<file path="config.mk">
export PLATFORM = sky130hd
export DESIGN_NAME = sddt_cmd_arbiter
export DESIGN_NICKNAME = d
export VERILOG_FILES = /design/src/rtl/sddt_pkg.sv /design/src/rtl/sddt_ref_timer.sv /design/src/rtl/sddt_cmd_arbiter.sv
export SDC_FILE = /design/constraint.sdc
export NUM_CORES = 1
export LEC_CHECK = 0
export BUFFER_PORTS_ARGS = -buffer_cell sky130_fd_sc_hd__buf_2
export CAP_MARGIN = 10
export CORE_ASPECT_RATIO = 1.75
export CORE_MARGIN = 2
export CORE_UTILIZATION = 26
export DETAILED_ROUTE_END_ITERATION = 10
export GPL_ROUTABILITY_DRIVEN = 0
export GPL_TIMING_DRIVEN = 0
export PLACE_DENSITY_LB_ADDON = 0.1
export SLEW_MARGIN = 10
export SYNTH_ARGS = -nofsm -noshare
export SYNTH_HDL_FRONTEND = slang
export SYNTH_SLANG_ARGS = --single-unit
</file>
<file path="constraint.sdc">
create_clock -name c0_ddr4_clk -period 3.25 [get_ports c0_ddr4_clk]
set_input_delay 0.65 -clock c0_ddr4_clk [delete_from_list [all_inputs] [get_ports c0_ddr4_clk]]
set_output_delay 0.65 -clock c0_ddr4_clk [all_outputs]
set_load 0.02 [all_outputs]
</file>
<file path="src/rtl/sddt_pkg.sv">
// Shared types and constants for the SDDT command path: command word layout,
// the all-bank refresh encoding and the arbiter state enum.
package sddt_pkg;

    localparam int unsigned SDDT_CMD_W    = 128;
    localparam int unsigned SDDT_OPC_W    = 4;
    localparam int unsigned SDDT_PEND_W   = 4;
    localparam int unsigned SDDT_ISSUED_W = 32;

    localparam logic [SDDT_OPC_W-1:0] SDDT_OPC_REF = 4'h3;

    // Command word: opcode in the top nibble, everything else opcode-specific.
    typedef struct packed {
        logic [SDDT_OPC_W-1:0]            opcode;
        logic [SDDT_CMD_W-SDDT_OPC_W-1:0] body;
    } sddt_cmd_t;

    localparam sddt_cmd_t SDDT_REF_CMD = '{opcode: SDDT_OPC_REF, body: '0};

    typedef enum logic {
        NORMAL = 1'b0,
        URGENT = 1'b1
    } arb_state_t;

endpackage

</file>
<file path="src/rtl/sddt_ref_timer.sv">
// Periodic refresh timer and refresh-debt bookkeeping.
// Ports:
//   c0_ddr4_clk, c0_ddr4_rst : clock, synchronous active-high reset
//   ref_en                   : run the interval timer
//   ref_issue                : a refresh word is being loaded downstream this cycle
//   ref_pending              : outstanding refresh debt (saturates at MAX_POSTPONE)
//   ref_overflow             : sticky, a tick was lost because debt was saturated
module sddt_ref_timer
    import sddt_pkg::*;
#(
    parameter int unsigned TREFI_CYCLES = 1300,
    parameter int unsigned MAX_POSTPONE = 8
) (
    input  logic                   c0_ddr4_clk,
    input  logic                   c0_ddr4_rst,
    input  logic                   ref_en,
    input  logic                   ref_issue,
    output logic [SDDT_PEND_W-1:0] ref_pending,
    output logic                   ref_overflow
);

    localparam int unsigned TMR_W = (TREFI_CYCLES > 1) ? $clog2(TREFI_CYCLES) : 1;
    localparam logic [TMR_W-1:0]       TMR_LAST = TMR_W'(TREFI_CYCLES - 1);
    localparam logic [SDDT_PEND_W-1:0] PEND_MAX = SDDT_PEND_W'(MAX_POSTPONE);

    logic [TMR_W-1:0]       tmr_q, tmr_d;
    logic                   tick_c;
    logic [SDDT_PEND_W-1:0] pend_q, pend_d;
    logic                   ovf_q, ovf_d;

    // Interval timer: holds its phase while disabled.
    always_comb begin
        tmr_d  = tmr_q;
        tick_c = 1'b0;
        if (ref_en) begin
            if (tmr_q == TMR_LAST) begin
                tmr_d  = '0;
                tick_c = 1'b1;
            end else begin
                tmr_d = tmr_q + TMR_W'(1);
            end
        end
    end

    // Debt: a tick adds one, an issue removes one, both together cancel.
    always_comb begin
        pend_d = pend_q;
        ovf_d  = ovf_q;
        if (tick_c && !ref_issue) begin
            if (pend_q >= PEND_MAX) begin
                ovf_d = 1'b1;
            end else begin
                pend_d = pend_q + SDDT_PEND_W'(1);
            end
        end else if (ref_issue && !tick_c && (pend_q != '0)) begin
            pend_d = pend_q - SDDT_PEND_W'(1);
        end
    end

    always_ff @(posedge c0_ddr4_clk) begin
        if (c0_ddr4_rst) begin
            tmr_q  <= '0;
            pend_q <= '0;
            ovf_q  <= 1'b0;
        end else begin
            tmr_q  <= tmr_d;
            pend_q <= pend_d;
            ovf_q  <= ovf_d;
        end
    end

    assign ref_pending  = pend_q;
    assign ref_overflow = ovf_q;

endmodule

</file>
<file path="src/rtl/sddt_cmd_arbiter.sv">
// Merges the host DDR4 command stream with periodic all-bank refreshes into a
// single registered output slot feeding sddt_core.
// Ports:
//   c0_ddr4_clk, c0_ddr4_rst : clock, synchronous active-high reset
//   ref_en                   : enable refresh timing and refresh issue
//   S_AXIS_HOST_*            : host command stream in (tready combinational)
//   M_AXIS_CMD_*             : command stream out to sddt_core (registered)
//   ref_pending              : current refresh debt
//   ref_issued               : refresh words handed off downstream (wraps)
//   ref_overflow             : sticky, a refresh interval was lost
module sddt_cmd_arbiter
    import sddt_pkg::*;
#(
    parameter int unsigned          CMD_WIDTH    = SDDT_CMD_W,
    parameter int unsigned          TREFI_CYCLES = 1300,
    parameter int unsigned          MAX_POSTPONE = 8,
    parameter logic [CMD_WIDTH-1:0] REF_CMD      = CMD_WIDTH'(SDDT_REF_CMD)
) (
    input  logic                     c0_ddr4_clk,
    input  logic                     c0_ddr4_rst,
    input  logic                     ref_en,
    input  logic [CMD_WIDTH-1:0]     S_AXIS_HOST_tdata,
    input  logic                     S_AXIS_HOST_tvalid,
    output logic                     S_AXIS_HOST_tready,
    output logic [CMD_WIDTH-1:0]     M_AXIS_CMD_tdata,
    output logic                     M_AXIS_CMD_tvalid,
    input  logic                     M_AXIS_CMD_tready,
    output logic [SDDT_PEND_W-1:0]   ref_pending,
    output logic [SDDT_ISSUED_W-1:0] ref_issued,
    output logic                     ref_overflow
);

    localparam logic [SDDT_PEND_W-1:0] PEND_MAX = SDDT_PEND_W'(MAX_POSTPONE);

    arb_state_t               state_c;
    logic                     load_ok_c;
    logic                     host_take_c;
    logic                     ref_issue_c;

    logic                     out_valid_q, out_valid_d;
    logic                     out_is_ref_q, out_is_ref_d;
    logic [CMD_WIDTH-1:0]     out_data_q, out_data_d;
    logic [SDDT_ISSUED_W-1:0] issued_q, issued_d;

    sddt_ref_timer #(
        .TREFI_CYCLES (TREFI_CYCLES),
        .MAX_POSTPONE (MAX_POSTPONE)
    ) u_ref_timer (
        .c0_ddr4_clk  (c0_ddr4_clk),
        .c0_ddr4_rst  (c0_ddr4_rst),
        .ref_en       (ref_en),
        .ref_issue    (ref_issue_c),
        .ref_pending  (ref_pending),
        .ref_overflow (ref_overflow)
    );

    // State is decoded from the registered debt so it never lags it by a cycle;
    // dropping ref_en returns to NORMAL immediately.
    always_comb begin
        state_c     = (ref_en && (ref_pending >= PEND_MAX)) ? URGENT : NORMAL;
        load_ok_c   = !out_valid_q || M_AXIS_CMD_tready;
        host_take_c = !c0_ddr4_rst && load_ok_c && (state_c == NORMAL) && S_AXIS_HOST_tvalid;
        ref_issue_c = !c0_ddr4_rst && load_ok_c && ref_en && (ref_pending != '0) && !host_take_c;
    end

    assign S_AXIS_HOST_tready = !c0_ddr4_rst && load_ok_c && (state_c == NORMAL);

    // Output slot next state and refresh hand-off counter.
    always_comb begin
        out_valid_d  = out_valid_q;
        out_is_ref_d = out_is_ref_q;
        out_data_d   = out_data_q;
        issued_d     = issued_q;
        if (load_ok_c) begin
            if (host_take_c) begin
                out_valid_d  = 1'b1;
                out_is_ref_d = 1'b0;
                out_data_d   = S_AXIS_HOST_tdata;
            end else if (ref_issue_c) begin
                out_valid_d  = 1'b1;
                out_is_ref_d = 1'b1;
                out_data_d   = REF_CMD;
            end else begin
                out_valid_d  = 1'b0;
                out_is_ref_d = 1'b0;
            end
        end
        // Tracked by flag, not data, so a host word equal to REF_CMD is not counted.
        if (out_valid_q && M_AXIS_CMD_tready && out_is_ref_q) begin
            issued_d = issued_q + SDDT_ISSUED_W'(1);
        end
    end

    always_ff @(posedge c0_ddr4_clk) begin
        if (c0_ddr4_rst) begin
            out_valid_q  <= 1'b0;
            out_is_ref_q <= 1'b0;
            out_data_q   <= '0;
            issued_q     <= '0;
        end else begin
            out_valid_q  <= out_valid_d;
            out_is_ref_q <= out_is_ref_d;
            out_data_q   <= out_data_d;
            issued_q     <= issued_d;
        end
    end

    assign M_AXIS_CMD_tvalid = out_valid_q;
    assign M_AXIS_CMD_tdata  = out_data_q;
    assign ref_issued        = issued_q;

endmodule

</file>
Word-level counts from Yosys, hierarchy flattened
Index checks and enable logic that the tools add are counted.
{ "totals": {"word_cells": 51, "output_inout_bits": 167, "regBits": 178, "inputBits": 133} }
{ "classes": {"muxes": 12, "eq_ne": 2, "order_cmp": 1, "add_sub_neg": 4, "bitwise_logic": 1, "n_reduce_logical": 24} }
{ "op_table": {"columns": ["op", "count"], "rows": [
  ["128-bit two-way mux", 2],
  ["32-bit by 1-bit adder with 32-bit output (second input constant)", 1],
  ["1-bit logical AND", 12],
  ["4-bit two-way mux", 3],
  ["11-bit by 1-bit adder with 11-bit output (second input constant)", 1],
  ["11-bit equality test (second input constant)", 1],
  ["11-bit two-way mux", 1],
  ["1-bit two-way mux", 6],
  ["2-bit AND reduction", 3],
  ["1-bit logical NOT", 5],
  ["4-bit by 1-bit adder with 4-bit output (second input constant)", 1],
  ["4-bit >= comparator (second input constant)", 1],
  ["2-bit nonzero test", 2],
  ["4-bit nonzero test", 1],
  ["4-bit by 1-bit subtractor with 4-bit output (second input constant)", 1],
  ["2-bit != test (second input constant)", 1],
  ["1-bit logical OR", 1],
  ["1-bit NOT", 1]
]} }

Logic depth before layout (Yosys ltp)
Gate-level depths: netlist of the first run.
{ "depth": {"depth_word": 12, "ltp_mapped": 12, "ltp_nobuf": 11} }

Cells and area by module
Synthesis of the first run repeated with hierarchy kept, for this count alone.
{ "hier_totals": {"hier_cells": 648, "area_unflattened_um2": 6536.3} }
{ "modules_own_cells": {"columns": ["mod", "cells_each", "instances", "seq_area_each_um2", "area_each_um2"], "rows": [
  ["sddt_cmd_arbiter", 564, 1, 3243.1, 5719.2],
  ["sddt_ref_timer", 84, 1, 320.3, 817.0]
]} }

Worst setup path before layout of the first run
Ideal clock, no wire load.
{ "synth_path": {"path_type": "input -> register", "start": "input port ref_en", "end": "register u_ref_timer.pend_q[3], in the netlist u_ref_timer.ref_pending[3]", "stages": 11, "path_buffers": 1, "t_arrival_ns": 2.654, "required_time_ns": 3.179, "setup_slack_ns": 0.525, "setup_ns": 0.071, "path_cell_list": "clkbuf_1 nand2_1 or4_4 a21oi_1 inv_1 ha_1 a21o_1 a21o_1 nor2_1 mux2i_1 a21oi_1"} }
{ "synth_between": {"elab_chain_len": 11, "word_cells_on_any_way": 19, "cone_classes": "eq/ne (1); mux (3); bitwise (1); reduce/logical (14)"} }
{ "synth_rtl": {"columns": ["element", "line_no", "rtl"], "rows": [
  ["from (decl)", "sddt_cmd_arbiter.sv:21", "input logic ref_en,"],
  ["1-bit logical AND", "sddt_cmd_arbiter.sv:60", "state_c = (ref_en && (ref_pending >= PEND_MAX)) ? URGENT : NORMAL;"],
  ["1-bit two-way mux", "sddt_cmd_arbiter.sv:60", null],
  ["1-bit NOT", "sddt_cmd_arbiter.sv:62", "host_take_c = !c0_ddr4_rst && load_ok_c && (state_c == NORMAL) && S_AXIS_HOST_tvalid;"],
  ["1-bit logical AND (2 in a row)", "sddt_cmd_arbiter.sv:62", null],
  ["1-bit logical NOT", "sddt_cmd_arbiter.sv:63", "ref_issue_c = !c0_ddr4_rst && load_ok_c && ref_en && (ref_pending != '0) && !host_take_c;"],
  ["1-bit logical AND", "sddt_cmd_arbiter.sv:63", null],
  ["1-bit logical NOT or 1-bit logical AND (tied branches)", "sddt_ref_timer.sv:49, sddt_ref_timer.sv:55", null],
  ["1-bit logical AND (on tied branches)", "sddt_ref_timer.sv:49, sddt_ref_timer.sv:55", null],
  ["2-bit != test (no line) or 2-bit nonzero test (tied branches)", null, null],
  ["2-bit AND reduction (no line)", null, null],
  ["to (signal assigned)", "sddt_ref_timer.sv:67", "pend_q <= pend_d;"],
  ["to (decl)", "sddt_ref_timer.sv:28", "logic [SDDT_PEND_W-1:0] pend_q, pend_d;"]
]} }
Parallel ways exist; a longest one is shown, timed or not.
A chain may end at the register's enable or synchronous reset.

Worst setup path after layout of the first run
{ "layout_path": {"start": "register u_ref_timer.tmr_q[8]", "end": "register u_ref_timer.pend_q[3], in the netlist u_ref_timer.ref_pending[3]"} }
{ "layout_between": {"elab_chain_len": 8, "word_cells_on_any_way": 11, "cone_classes": "eq/ne (2); mux (3); reduce/logical (6)"} }
{ "layout_rtl": {"columns": ["element", "line_no", "rtl"], "rows": [
  ["from (decl)", "sddt_ref_timer.sv:26", "logic [TMR_W-1:0] tmr_q, tmr_d;"],
  ["from (signal assigned)", "sddt_ref_timer.sv:66", "tmr_q <= tmr_d;"],
  ["11-bit equality test *", "sddt_ref_timer.sv:36", "if (tmr_q == TMR_LAST) begin"],
  ["1-bit two-way mux *", "sddt_ref_timer.sv:36", null],
  ["1-bit two-way mux *", "sddt_ref_timer.sv:35", "if (ref_en) begin"],
  ["1-bit logical NOT", "sddt_ref_timer.sv:55", "end else if (ref_issue && !tick_c && (pend_q != '0)) begin"],
  ["1-bit logical AND (2 in a row)", "sddt_ref_timer.sv:55", null],
  ["2-bit nonzero test (no line)", null, null],
  ["2-bit AND reduction (no line)", null, null]
]} }
Mark *: on every way between the ends. The rest lies on a longest branch, timed or not.

==> qor.txt, run 1 <==
f_max = 356 MHz
Vias per Instance = 4.56
Worst Max-Slew Pin Slew = 0.664 ns
die height = 211 um
Num CTS Buffers = 17
Critical Path End = u_ref_timer.ref_pending[3]$_SDFFE_PP0P_
CP Cell Sequence = or4b_1 -> or4_4 -> a21oi_1 -> inv_1 -> ha_1 -> a21o_1 -> a21o_1 -> nor2_1 -> mux2i_1 -> a21oi_1
R2R setup slack = 0.44 ns
fraction of layout cells with a size suffix above 1 = 0.363
worst hold path class = in -> reg
most frequent cells in the layout = buf_2, dfxtp_1, nor2_1, a22oi_1, a22o_1
cell leakage power = 0.00408 uW
Clock Latency Late Sink = 0.45 ns
drc violations = 0
fin. max-slew vios = 0
Synth Register Bits = 178
I/O Buffers = 297
post-synthesis sequential area ratio = 0.558
total iterations of the first detailed-routing run = 4
postcts setup bufs = 0
Total GRT Usage = 0.164
Worst EP arrival = 3.18 ns
skew final = 0.00741 ns
Die ar. = 0.0259 mm^2
Worst Reg-to-Reg Cells = 10
Critical Path Sink Type = register
Die W = 123 um
per-cell routed wire length = 16.5 um
synthesized netlist cell count = 639
WL final = 21100 um
status = finished clean
PD cells = 564 mW/mm^2
RSZ-0062 raised after global routing = false
detailed router's first-iteration violation count = 198
CTS tree = yes
critical path launch point type = register
# hold bufs at CTS = 0
root buf cell = clkbuf_16
R2R Path Start = u_ref_timer.tmr_q[8]$_SDFFE_PP0P_
Crit. path cell count = 10
setup TNS = 0 ns
Syn Std Cell Area = 0.00639 mm^2
DR vias = 5820
H-Tree Depth = 4
Max-cap violations = 0
Data required, critical path = 3.62 ns
worst-path maximum fanout = 5
antenna violation net count after detailed routing = 0
setup violators final = 0
Clock Sinks = 178
reg2reg end = u_ref_timer.ref_pending[3]$_SDFFE_PP0P_
initial antenna violation count = 1
nets@finish = 1093
hpwl dp = 16100 um
crit path from = u_ref_timer.tmr_q[8]$_SDFFE_PP0P_
critical path's top delay family = simple AND/OR/NAND/NOR gates
worst setup path category = reg -> reg
Largest stage delay, worst path = 0.57 ns
Remaining Overflow, GRT = 0
Place WS = 0.155 ns
Syn Area/Cell = 10.0 um^2
core area = 0.0240 mm^2
synthesis-to-layout area growth = 38.7%
Slew HR = 0.557
initial core utilization = 0.266
Ports = 300
FP Rows = 75
clock period minus worst slack = 2.81 ns
clock buffer depth = 2
Critical path buffers and inverters = 1
Final WS setup = 0.442 ns
synth warn = 0
first-pass GRT wire length = 32100 um
largest net degree at the start of global routing = 17
vias in the first global route = 5894
post-cts resize count = 0
fin crit share = 0.864
Hold Fails Final Rpt = 0
CP max-delay cell = or4_4
Max VDD drop = 0.000325 V
utilization after layout = 0.369
most common cell after layout, fill and taps aside = buf_2
Cell variety after synth = 38
CTS clk-pin slew, worst paths = 0.07 ns
Net Count, Synth = 777
## area by class of cell
type	instances	area, um^2
clock inverter	14	163
tap	308	385
sequential	178	3560
inverter	9	33.8
buffer	48	218
multi-input combinational	404	2580
clock buffer	18	439
fill	2549	15200
timing repair buffer	297	1490
antenna	1	2.50
## where the power goes
| part | switching (uW) | internal [uW] | total, uW |
|---|---|---|---|
| Sequential | 47.7 | 2280 | 2330 |
| Combinational | 322 | 216 | 538 |
| Clock | 916 | 1220 | 2140 |
## worst reg2reg max path: cells and delay by family, from the launching register on
kind	cells	cell delay [ns]
AND/OR/NAND/NOR	3	1.11
AO/OA/AOI/OAI	4	0.75
flip-flops	1	0.39
adder cells (fa/ha/maj)	1	0.28
buffers and inverters	1	0.13
multiplexers	1	0.07
## how the worst min path moves through the flow
stage	startpoint	end	depth (start not counted)	slack, ns
after floorplan	u_ref_timer.tmr_q[10]$_SDFFE_PP0P_	u_ref_timer.tmr_q[10]$_SDFFE_PP0P_	2	0.47
after global placement	M_AXIS_CMD_tdata[79]$_SDFFE_PP0P_	M_AXIS_CMD_tdata[79]$_SDFFE_PP0P_	1	0.45
after detailed placement	M_AXIS_CMD_tdata[116]$_SDFFE_PP0P_	M_AXIS_CMD_tdata[116]$_SDFFE_PP0P_	1	0.45
after CTS	S_AXIS_HOST_tdata[120]	M_AXIS_CMD_tdata[120]$_SDFFE_PP0P_	2	0.38
after global routing	S_AXIS_HOST_tdata[40]	M_AXIS_CMD_tdata[40]$_SDFFE_PP0P_	2	0.39
final	S_AXIS_HOST_tdata[36]	M_AXIS_CMD_tdata[36]$_SDFFE_PP0P_	2	0.42
## cells in the mapped netlist, drive strengths merged
| library cell | instances | share of area |
|---|---|---|
| nor4 | 7 | 0.0069 |
| xnor2 | 27 | 0.037 |
| or4bb | 1 | 0.0018 |
| o221a | 2 | 0.0035 |
| and4 | 7 | 0.0096 |
| a211oi | 1 | 0.0020 |
| mux2i | 3 | 0.0047 |
| a21o | 2 | 0.0023 |
| clkbuf | 33 | 0.019 |
| and3 | 12 | 0.012 |
| a21oi | 9 | 0.0070 |
| xor2 | 13 | 0.018 |
| or4 | 2 | 0.0029 |
| inv | 9 | 0.0053 |
| nand2b | 1 | 0.00098 |
| nand3b | 2 | 0.0023 |
| a22o | 53 | 0.073 |
| nor3 | 13 | 0.011 |
| fa | 1 | 0.0031 |
| nand2 | 17 | 0.010 |
| and2 | 3 | 0.0029 |
| nor2 | 122 | 0.073 |
| o21a | 1 | 0.0012 |
| o21ai | 5 | 0.0039 |
| dfxtp | 178 | 0.56 |
| or3 | 2 | 0.0020 |
| ha | 4 | 0.0078 |
| nand4 | 8 | 0.0078 |
| a22oi | 73 | 0.086 |
| or4b | 1 | 0.0016 |
| nand3 | 11 | 0.0086 |
| buf | 15 | 0.015 |
| or2 | 1 | 0.0014 |
## kinds of logic (layout without fill, tap and decap cells)
logic type | after synthesis | in the layout | share of synthesized area
adders and majority gates | 5 | 5 | 0.0110
muxes | 3 | 3 | 0.00470
AOI/OAI and AO/OA | 146 | 146 | 0.178
and+or+nand+nor | 210 | 210 | 0.154
other | 0 | 1 | 0
xor gates and xnor gates | 40 | 40 | 0.0548
buffers and inverters | 57 | 386 | 0.0393
DFF | 178 | 178 | 0.558
## layer usage
layer | global-route usage | up-vias | routed length [um]
li1 | - | 2901 | -
met1 | 0.168 | 2692 | 7770
met2 | 0.299 | 199 | 11300
met3 | 0.0485 | 28 | 1410
met4 | 0.0793 | 0 | 552
met5 | 0 | - | 0
## through the flow
step                hold WS [ns]  std cells  cell area, um^2  total power (uW)
global placement           0.452       1244             8260              2920
global route               0.392       1277             8870              5210
floorplan                  0.471        639             6390              2680
detailed placement         0.450       1244             8260              2920
CTS                        0.381       1276             8860              5090
finish                     0.416       1277             8870              5000
## flip-flops by register name, indices dropped and copies added (netlist names)
| signal | cells |
|---|---|
| M_AXIS_CMD_tdata | 128 |
| M_AXIS_CMD_tvalid | 1 |
| out_is_ref_q | 1 |
| ref_issued | 32 |
| u_ref_timer.ref_overflow | 1 |
| u_ref_timer.ref_pending | 4 |
| u_ref_timer.tmr_q | 11 |
Power figures use the tool's default switching activity.
==> run 2: changes to the inputs <==
--- a/config.mk
+++ b/config.mk
@@ -13,7 +13,7 @@
 export DETAILED_ROUTE_END_ITERATION = 10
 export GPL_ROUTABILITY_DRIVEN = 0
 export GPL_TIMING_DRIVEN = 0
-export PLACE_DENSITY_LB_ADDON = 0.1
+export PLACE_DENSITY = 0.47
 export SLEW_MARGIN = 10
 export SYNTH_ARGS = -nofsm -noshare
 export SYNTH_HDL_FRONTEND = slang
==> run 2 against run 1 <==
Critical path depth unchanged. Clock skew rose by 0.0048 ns. Power down 1.3%. Cell count is essentially flat. Die area stayed put. Cell area is 0.18% lower. Global-route usage is 0.37 points lower. Critical path type unchanged. Largest cell class unchanged.
==> qor.txt, run 2 (synthesis gave the netlist of run 1 again) <==
Vias per Instance = 4.56 (about the same)
FF/Latch Area = 0.00356 mm^2 (unchanged)
Ports = 300 (unchanged)
CTS tree = yes (unchanged)
nets@finish = 1093 (unchanged)
fillcell total = 2584 (was 2549)
detailed router's first-iteration violation count = 280 (was 198)
# hold bufs at CTS = 0 (unchanged)
clock buffer depth = 2 (unchanged)
post-cts resize count = 0 (unchanged)
per-cell routed wire length = 16.2 um (was 16.5 um)
largest net degree at the start of global routing = 17 (unchanged)
Worst Max-Slew Pin Slew = 0.803 ns (was 0.664 ns)
CTS clk-pin slew, worst paths = 0.07 ns (about the same)
skew final = 0.0122 ns (was 0.00741 ns)
R2R setup slack = 0.46 ns (was 0.44 ns)
Slew HR = 0.465 (was 0.557)
core area = 0.0240 mm^2 (unchanged)
fin crit share = 0.859 (was 0.864)
worst-path maximum fanout = 5 (unchanged)
Num CTS Buffers = 17 (unchanged)
Remaining Overflow, GRT = 0 (unchanged)
Worst EP arrival = 3.16 ns (was 3.18 ns)
setup violators final = 0 (unchanged)
clock period minus worst slack = 2.79 ns (was 2.81 ns)
worst setup path category = reg -> reg (unchanged)
Hold Fails Final Rpt = 0 (unchanged)
cell leakage power = 0.00408 uW (about the same)
most common cell after layout, fill and taps aside = buf_2 (unchanged)
setup TNS = 0 ns (unchanged)
status = finished clean (unchanged)
CP Cell Sequence = or4b_1 -> or4_4 -> a21oi_1 -> inv_1 -> ha_1 -> a21o_1 -> a21o_1 -> nor2_1 -> mux2i_1 -> a21oi_1 (unchanged)
hold_ws = 0.424 ns (was 0.416 ns)
I/O Buffers = 297 (unchanged)
Die ar. = 0.0259 mm^2 (unchanged)
vias in the first global route = 5829 (was 5894)
Clock Latency Late Sink = 0.44 ns (was 0.45 ns)
WL final = 20700 um (was 21100 um)
H-Tree Depth = 4 (unchanged)
Max VDD drop = 0.000288 V (was 0.000325 V)
Data required, critical path = 3.62 ns (about the same)
Max-cap violations = 0 (unchanged)
postcts setup bufs = 0 (unchanged)
synthesis-to-layout area growth = 38.5% (was 38.7%)
worst hold path class = in -> reg (unchanged)
max reg flops = 128 (unchanged)
Worst Reg-to-Reg Cells = 10 (unchanged)
HP Start = S_AXIS_HOST_tdata[120] (was S_AXIS_HOST_tdata[36])
Total GRT Usage = 0.160 (was 0.164)
CP max-delay cell = or4_4 (unchanged)
die height = 211 um (unchanged)
initial core utilization = 0.266 (unchanged)
root buf cell = clkbuf_16 (unchanged)
Critical Path Sink Type = register (unchanged)
PD cells = 558 mW/mm^2 (was 564 mW/mm^2)
FP Rows = 75 (unchanged)
drc violations = 0 (unchanged)
total iterations of the first detailed-routing run = 6 (was 4)
Largest stage delay, worst path = 0.57 ns (about the same)
RSZ-0062 raised after global routing = false (unchanged)
first-pass GRT wire length = 31400 um (was 32100 um)
fin. max-slew vios = 0 (unchanged)
Multi-input gate area = 0.00258 mm^2 (unchanged)
fraction of layout cells with a size suffix above 1 = 0.361 (was 0.363)
Hold EP = M_AXIS_CMD_tdata[120]$_SDFFE_PP0P_ (was M_AXIS_CMD_tdata[36]$_SDFFE_PP0P_)
R2R Path Start = u_ref_timer.tmr_q[5]$_SDFFE_PP0P_ (was u_ref_timer.tmr_q[8]$_SDFFE_PP0P_)
f_max = 358 MHz (was 356 MHz)
initial antenna violation count = 1 (unchanged)
antenna violation net count after detailed routing = 0 (unchanged)
Clock Sinks = 178 (unchanged)
reg2reg end = u_ref_timer.ref_pending[3]$_SDFFE_PP0P_ (unchanged)
Hold Path Cell Cnt = 2 (unchanged)
critical path launch point type = register (unchanged)
DR vias = 5817 (was 5820)
most frequent cells in the layout = buf_2, dfxtp_1, nor2_1, a22oi_1, a22o_1 (unchanged)
Die W = 123 um (unchanged)
hpwl dp = 15600 um (was 16100 um)
run 2: cell count changes in the layout (fill, tap and decap cells not counted), sizes merged:
cell      previous run  this run
bufinv               3         2
clkinvlp             4         2
clkinv               6         5
inv                 10        11
clkbuf              51        53
run 2: layout make-up:
class                           count  area share
Antenna cell                        1    0.000283
Buffer                             48      0.0246
Clock buffer                       20      0.0516
Clock inverter                     11      0.0146
Inverter                            9     0.00382
Multi-Input combinational cell    404       0.291
Sequential cell                   178       0.403
Tap cell                          308      0.0435
Timing Repair Buffer              297       0.168
run 2: report_power, final:
| group | switching, uW | internal, uW | total [uW] |
|---|---|---|---|
| Sequential | 46.9 | 2280 | 2320 |
| Combinational | 323 | 216 | 538 |
| Clock | 901 | 1170 | 2080 |
| Total | 1270 | 3670 | 4940 |
run 2: worst max path at each step:
stage	depth (start not counted)	startpoint	end	slack, ns
after floorplan	11	ref_en	u_ref_timer.ref_pending[3]$_SDFFE_PP0P_	0.53
after CTS	10	u_ref_timer.tmr_q[5]$_SDFFE_PP0P_	u_ref_timer.ref_pending[3]$_SDFFE_PP0P_	0.45
final	10	u_ref_timer.tmr_q[5]$_SDFFE_PP0P_	u_ref_timer.ref_pending[3]$_SDFFE_PP0P_	0.46
after detailed placement	7	c0_ddr4_rst	M_AXIS_CMD_tdata[35]$_SDFFE_PP0P_	0.11
after global routing	10	u_ref_timer.tmr_q[5]$_SDFFE_PP0P_	u_ref_timer.ref_pending[3]$_SDFFE_PP0P_	0.27
after global placement	7	c0_ddr4_rst	M_AXIS_CMD_tdata[29]$_SDFFE_PP0P_	0.06
run 2: worst max-delay path, delay by kind of cell, from the launching register on:
kind	cells	cell delay [ns]
AOI/OAI and AO/OA	4	0.70
adders and majority gates	1	0.29
buffers and inverters	1	0.13
DFF	1	0.33
muxes	1	0.07
and+or+nand+nor	3	1.20
run 2: layer usage:
layer | global-route usage | routed length, um | up-vias
met4 | 0.0713 | 449 | 0
met5 | 0 | 0 | -
met1 | 0.168 | 7920 | 2696
li1 | - | - | 2904
met3 | 0.0423 | 1190 | 23
met2 | 0.294 | 11100 | 194
run 2: stage by stage:
stage	util	power [uW]	setup slack (ns)	area (um^2)	std cells
floorplan	-	2680	0.525	6390	639
global placement	0.344	2920	0.0552	8260	1244
detailed placement	0.344	2920	0.110	8260	1244
CTS	0.368	5030	0.448	8850	1275
global route	0.368	5160	0.270	8850	1276
finish	0.368	4940	0.457	8850	1276
